## src/rtl/fetch_unit_pkg.sv

```systemverilog
// Shared constants for the instruction fetch path.
//   INSTR_W      instruction word width
//   OPCODE_MSB/LSB  opcode field position inside the instruction word
//   fetch_state_t   fetch FSM encodings (FETCH_IDLE / FETCH_REQ)
package fetch_unit_pkg;

  localparam int INSTR_W    = 16;
  localparam int OPCODE_MSB = 15;
  localparam int OPCODE_LSB = 11;
  localparam int OPCODE_W   = OPCODE_MSB - OPCODE_LSB + 1;

  typedef enum logic {
    FETCH_IDLE = 1'b0,
    FETCH_REQ  = 1'b1
  } fetch_state_t;

  function automatic logic [OPCODE_W-1:0] get_opcode(input logic [INSTR_W-1:0] instr);
    return instr[OPCODE_MSB:OPCODE_LSB];
  endfunction

endpackage

```

## src/rtl/fetch_timeout_counter.sv

```systemverilog
// Watchdog for an outstanding instruction-memory request.
// Counts cycles spent waiting in REQ; expired is high during the
// TIMEOUT_CYCLES-th consecutive waiting cycle.
// Ports:
//   clk, rst  clock / asynchronous active-high reset
//   clear     restart the count (asserted when a fetch is accepted)
//   run       the FSM is in REQ this cycle
//   expired   limit reached this cycle (combinational from the count)
module fetch_timeout_counter #(
  parameter int TIMEOUT_CYCLES = 16
) (
  input  logic clk,
  input  logic rst,
  input  logic clear,
  input  logic run,
  output logic expired
);

  localparam int CNT_W = $clog2(TIMEOUT_CYCLES + 1);

  logic [CNT_W-1:0] count_reg;

  assign expired = run && (count_reg == CNT_W'(TIMEOUT_CYCLES - 1));

  always_ff @(posedge clk or posedge rst) begin
    if (rst) begin
      count_reg <= '0;
    end else if (clear) begin
      count_reg <= '0;
    end else if (run && !expired) begin
      count_reg <= count_reg + CNT_W'(1);
    end
  end

endmodule

```

## src/rtl/fetch_unit.sv

```systemverilog
// Instruction fetch unit: owns the PC, fetches one 16-bit word per
// fetch_start over a req/ack handshake and holds it in IR for the
// microprogrammed control unit.
// Optional feature: define IMEM_TIMEOUT_EN to abort a request that sees no
// ack within TIMEOUT_CYCLES cycles and raise the sticky fault flag.
// Ports:
//   clk, rst            clock / asynchronous active-high reset
//   fetch_start         pulse: fetch the word at pc (ignored while busy)
//   pc_load, jmp_target load pc from jmp_target (any state)
//   imem_req, imem_addr request to instruction memory, held until ack
//   imem_rdata, imem_ack memory response
//   ir, opcode          instruction register and its opcode field
//   ir_valid            ir holds a word fetched since the last fetch_start
//   fetch_done          one-cycle pulse after a word is captured
//   busy                FSM not idle
//   pc                  program counter
//   fault               sticky fetch timeout flag (0 without IMEM_TIMEOUT_EN)
module fetch_unit
  import fetch_unit_pkg::*;
#(
  parameter int              PC_W           = 10,
  parameter logic [PC_W-1:0] RESET_PC       = '0,
  parameter int              TIMEOUT_CYCLES = 16
) (
  input  logic                clk,
  input  logic                rst,
  input  logic                fetch_start,
  input  logic                pc_load,
  input  logic [PC_W-1:0]     jmp_target,
  output logic                imem_req,
  output logic [PC_W-1:0]     imem_addr,
  input  logic [INSTR_W-1:0]  imem_rdata,
  input  logic                imem_ack,
  output logic [INSTR_W-1:0]  ir,
  output logic [OPCODE_W-1:0] opcode,
  output logic                ir_valid,
  output logic                fetch_done,
  output logic                busy,
  output logic [PC_W-1:0]     pc,
  output logic                fault
);

  if (TIMEOUT_CYCLES < 1) begin : g_bad_timeout
    $error("fetch_unit: TIMEOUT_CYCLES must be at least 1");
  end

  fetch_state_t        state_reg;
  logic [PC_W-1:0]     pc_reg;
  logic [PC_W-1:0]     addr_reg;
  logic [INSTR_W-1:0]  ir_reg;
  logic                ir_valid_reg;
  logic                req_reg;
  logic                done_reg;
  logic                accept;
  logic                timeout_hit;

  assign accept = (state_reg == FETCH_IDLE) && fetch_start;

`ifdef IMEM_TIMEOUT_EN
  logic fault_reg;

  fetch_timeout_counter #(
    .TIMEOUT_CYCLES(TIMEOUT_CYCLES)
  ) u_timeout (
    .clk     (clk),
    .rst     (rst),
    .clear   (accept),
    .run     (state_reg == FETCH_REQ),
    .expired (timeout_hit)
  );

  // An ack in the limit cycle wins, so the fault only sets without ack.
  always_ff @(posedge clk or posedge rst) begin
    if (rst) begin
      fault_reg <= 1'b0;
    end else if (accept) begin
      fault_reg <= 1'b0;
    end else if (timeout_hit && !imem_ack) begin
      fault_reg <= 1'b1;
    end
  end

  assign fault = fault_reg;
`else
  assign timeout_hit = 1'b0;
  assign fault       = 1'b0;
`endif

  always_ff @(posedge clk or posedge rst) begin
    if (rst) begin
      state_reg    <= FETCH_IDLE;
      pc_reg       <= RESET_PC;
      addr_reg     <= RESET_PC;
      ir_reg       <= '0;
      ir_valid_reg <= 1'b0;
      req_reg      <= 1'b0;
      done_reg     <= 1'b0;
    end else begin
      done_reg <= 1'b0;
      case (state_reg)
        FETCH_IDLE: begin
          if (fetch_start) begin
            state_reg    <= FETCH_REQ;
            req_reg      <= 1'b1;
            // A jump issued together with the fetch redirects the fetch itself.
            addr_reg     <= pc_load ? jmp_target : pc_reg;
            ir_valid_reg <= 1'b0;
          end
        end
        FETCH_REQ: begin
          if (imem_ack) begin
            state_reg    <= FETCH_IDLE;
            req_reg      <= 1'b0;
            ir_reg       <= imem_rdata;
            ir_valid_reg <= 1'b1;
            done_reg     <= 1'b1;
          end else if (timeout_hit) begin
            state_reg <= FETCH_IDLE;
            req_reg   <= 1'b0;
          end
        end
        default: begin
          state_reg <= FETCH_IDLE;
          req_reg   <= 1'b0;
        end
      endcase

      // pc_load beats the post-fetch increment; addr_reg is untouched so an
      // in-flight request keeps its address.
      if (pc_load) begin
        pc_reg <= jmp_target;
      end else if ((state_reg == FETCH_REQ) && imem_ack) begin
        pc_reg <= pc_reg + PC_W'(1);
      end
    end
  end

  assign imem_req   = req_reg;
  assign imem_addr  = addr_reg;
  assign ir         = ir_reg;
  assign opcode     = get_opcode(ir_reg);
  assign ir_valid   = ir_valid_reg;
  assign fetch_done = done_reg;
  assign busy       = (state_reg != FETCH_IDLE);
  assign pc         = pc_reg;

endmodule

```

## config.mk

```make
export PLATFORM = sky130hd
export DESIGN_NAME = fetch_unit
export DESIGN_NICKNAME = d
export VERILOG_FILES = /design/src/rtl/fetch_unit_pkg.sv /design/src/rtl/fetch_timeout_counter.sv /design/src/rtl/fetch_unit.sv
export SDC_FILE = /design/constraint.sdc
export NUM_CORES = 1
export LEC_CHECK = 0
export CAP_MARGIN = 20
export CORE_ASPECT_RATIO = 1.2
export CORE_MARGIN = 4
export CORE_UTILIZATION = 38
export DETAILED_ROUTE_END_ITERATION = 10
export HOLD_SLACK_MARGIN = 0.12
export PLACE_DENSITY = 0.82
export SYNTH_ARGS = -nofsm -noshare
export SYNTH_HDL_FRONTEND = slang
export SYNTH_HIERARCHICAL = 1
export SYNTH_SLANG_ARGS = --single-unit
export TNS_END_PERCENT = 30
```

## constraint.sdc

```tcl
create_clock -name clk -period 1.5 [get_ports clk]
set_input_delay 0.225 -clock clk [delete_from_list [all_inputs] [get_ports clk]]
set_output_delay 0.225 -clock clk [all_outputs]
set_load 0.005 [all_outputs]
```

==> summary.md <==
| Metric | Value |
|---|---|
| Outcome | `finished clean` |
| Chip Height | `83.3 um` |
| FP Rows | `27` |
| Initial antenna violation count | `0` |
| Iter 0 DRT Violations | `38` |
| Final global-route overflow total | `0` |
| Slowest CP cell | `clkdlybuf4s50_1` |
| Post-route DRC | `0` |
| CTS Sinks | `40` |
| Final worst path period need | `1.47 ns` |
| Mux cell area share after synthesis | `0.117` |
| Power per Cell Area | `1190 nW/um^2` |
| Share of cells above drive strength 1 | `0.209` |
| Achievable Freq | `0.679 GHz` |
| I/O pins | `77` |
| First-pass GRT wire length | `7.80 mm` |
| Max-slew violations | `0` |
| MaxCap Viol Count | `0` |
| Via Count | `1529` |
| CP Data Arrival Time | `1.25 ns` |
| Syn Area/Cell | `11.1 um^2` |
| CP Class | `reg -> out` |
| # setup viols final | `0` |
| Antenna-violating nets left | `0` |
| Peak per-stage delay on the critical path | `0.53 ns` |
| Later-pin clock latency in the skew report | `0.30 ns` |
| Syn_nets | `194` |
| Compound-cell area share of the yosys netlist | `0.106` |
| Largest net degree at the start of global routing | `41` |
| Die area | `5890 um^2` |
| Antenna fix cells | `0` |
| Dpl hpwl | `3.43 mm` |
| Hold WC Path Type | `in -> async` |
| Seq cells post-synth | `40` |
| Crit path max-delay family | `buffers and inverters` |
| Final worst slack | `0.0268 ns` |
| GPL Wtd Cong | `0.814` |
| Simple-gate portion of the synthesized area | `0.144` |
| Post-synthesis adder-cell area fraction | `0.00697` |
| YS warnings | `6` |
| Startpoint Class | `register` |
| Num CTS Buffers | `5` |
| Post-route cell area | `2850 um^2` |
| Setup Fix Bufs, Post-CTS | `0` |
| Synthesized area | `1800 um^2` |
| Crit Path Max Fanout | `5` |
| Worst Skew | `0.0130 ns` |
| Nets | `280` |
| Leakage | `0.00122 uW` |
| Crit. End Element | `output port` |
| Drt wl/cell | `15.0 um` |
| IO buf count | `75` |
| Final hold violation count | `0` |
| Worst Path Required | `1.27 ns` |
| RSZ-0062 raised after global routing | `yes` |
| Fin util | `0.620` |
| Synth Instances | `162` |
| GRT Resource Usage Total | `0.165` |
| Drt pass-1 iters | `4` |
| Area added between synthesis and finish | `58.5%` |
| DR vias/cell | `4.98` |
| Clk slew on worst S/H paths | `0.08 ns` |
| CP bufs+invs | `1` |
| Core area | `4590 um^2` |
| Starting density of the core | `0.391` |
| Number of global-route vias before repair | `1599` |
| Max clock buf depth | `2` |
| CTS tree | `yes` |
| Die X-Extent | `70.8 um` |
| Worst VDD drop | `0.729 mV` |
| Post-Synth XOR/XNOR Area | `0.00976` |
| Register area share after synthesis | `0.557` |
| Synth unique cells | `31` |
| Worst path cell trace | `clkdlybuf4s50_1` |
| Final wirelength | `4.59 mm` |
| Largest register FFs | `16` |
| Largest family of logic cells by synthesized area | `simple AND/OR/NAND/NOR gates` |
| Dpl ws | `-0.172 ns` |
| CTS root buf | `clkbuf_8` |
| # H-tree levels | `2` |
| Placement Cell Area | `2710 um^2` |
| Final period util | `0.982` |
report_power, final:
group / internal [uW] / leakage (uW) / switching [uW]
sequential: 1290 / 0.000472 / 140
clock: 544 / 0.0000614 / 390
combinational: 682 / 0.000687 / 343
total: 2520 / 0.00122 / 873
final timing paths:
check                           cells after the start  slack, ns      endpoint          from
worst max-delay path                                1       0.03         pc[4]         pc[4]
worst min-delay path                                3       0.31          busy           rst
worst max register to register                      4       0.07         pc[6]         pc[1]
worst min register to register                      2       0.49  imem_addr[2]  imem_addr[2]
max in group asynchronous                           3       0.98         pc[3]           rst
min in group clk                                    2       0.49  imem_addr[2]  imem_addr[2]
synthesized netlist by cell type, drive strengths merged:
cell / n / area [um^2]
clkbuf: 4 / 15.0
xnor2: 1 / 8.76
nor4b: 1 / 8.76
nand3: 7 / 35.0
a31oi: 2 / 12.5
nand2b: 1 / 6.26
or4b: 1 / 10.0
o31ai: 2 / 15.0
mux2i: 3 / 30.0
mux2: 16 / 180
nor2: 5 / 18.8
a21boi: 3 / 22.5
a22oi: 1 / 7.51
a221o: 1 / 10.0
and2: 1 / 6.26
o21ai: 17 / 85.1
dfrtp: 40 / 1000
ha: 1 / 12.5
conb: 1 / 3.75
buf: 10 / 67.6
nand4: 4 / 40.0
nor2b: 5 / 31.3
nand2: 17 / 63.8
inv: 5 / 18.8
a21oi: 6 / 30.0
or4: 5 / 38.8
o21a: 1 / 7.51
xor2: 1 / 8.76
layout by cell type (no fill, tap or decap), types with 4 or more instances in the layout:
cell type	netlist	routed
nand3_1	7	6
a21oi_1	6	6
nor2_1	5	5
buf_4	7	15
mux2_2	16	16
or4_1	4	4
nand2_1	17	17
o21ai_0	17	17
dfrtp_1	40	34
inv_1	5	5
clkbuf_8	0	6
dlymetal6s2s_1	0	5
nor2b_1	5	5
clkdlybuf4s50_1	0	68
dfrtp_2	0	6
cell families (layout without fill, tap and decap cells):
| logic type | after synthesis | after routing |
|---|---|---|
| adders and majority gates | 1 | 1 |
| muxes | 19 | 19 |
| xor gates and xnor gates | 2 | 2 |
| DFF | 40 | 40 |
| buffers and inverters | 19 | 106 |
| and+or+nand+nor | 47 | 47 |
| AOI/OAI and AO/OA | 33 | 33 |
| other | 1 | 1 |
tightest hold or removal path, cell delays in order:
cell and delay (ns):
clkdlybuf4s50_1 0.40, inv_1 0.11, buf_12 0.24
metal layers:
metal,vias up,track usage,part of all wire
li1,738,-,-
met1,731,0.216,0.44
met2,49,0.264,0.48
met3,11,0.0375,0.055
met4,0,0.0650,0.022
met5,-,0,0
layout make-up:
cell class	count	area (um^2)
Clock buffer	6	82.6
Tap cell	58	72.6
Inverter	5	18.8
Fill cell	406	1750
Timing Repair Buffer	93	925
Sequential cell	40	1010
Clock inverter	2	38.8
Multi-Input combinational cell	103	701
per-stage QoR:
stage | setup TNS, ns | power, uW | hold slack [ns] | cells
after floorplan | 0 | 1820 | 0.345 | 162
after global placement | -2.79 | 2470 | 0.462 | 299
after detailed placement | -3.48 | 2500 | 0.477 | 299
after CTS | 0 | 3440 | 0.317 | 307
after global routing | -0.0624 | 3590 | 0.346 | 307
final | 0 | 3390 | 0.308 | 307
repair_timing:
item                       4_1_cts  5_1_grt
resized for setup                7        6
pin swaps                        0        1
hold buffers                     0        0
setup endpoints to repair        6        9
No activity file was read; power rests on OpenSTA's default activity.
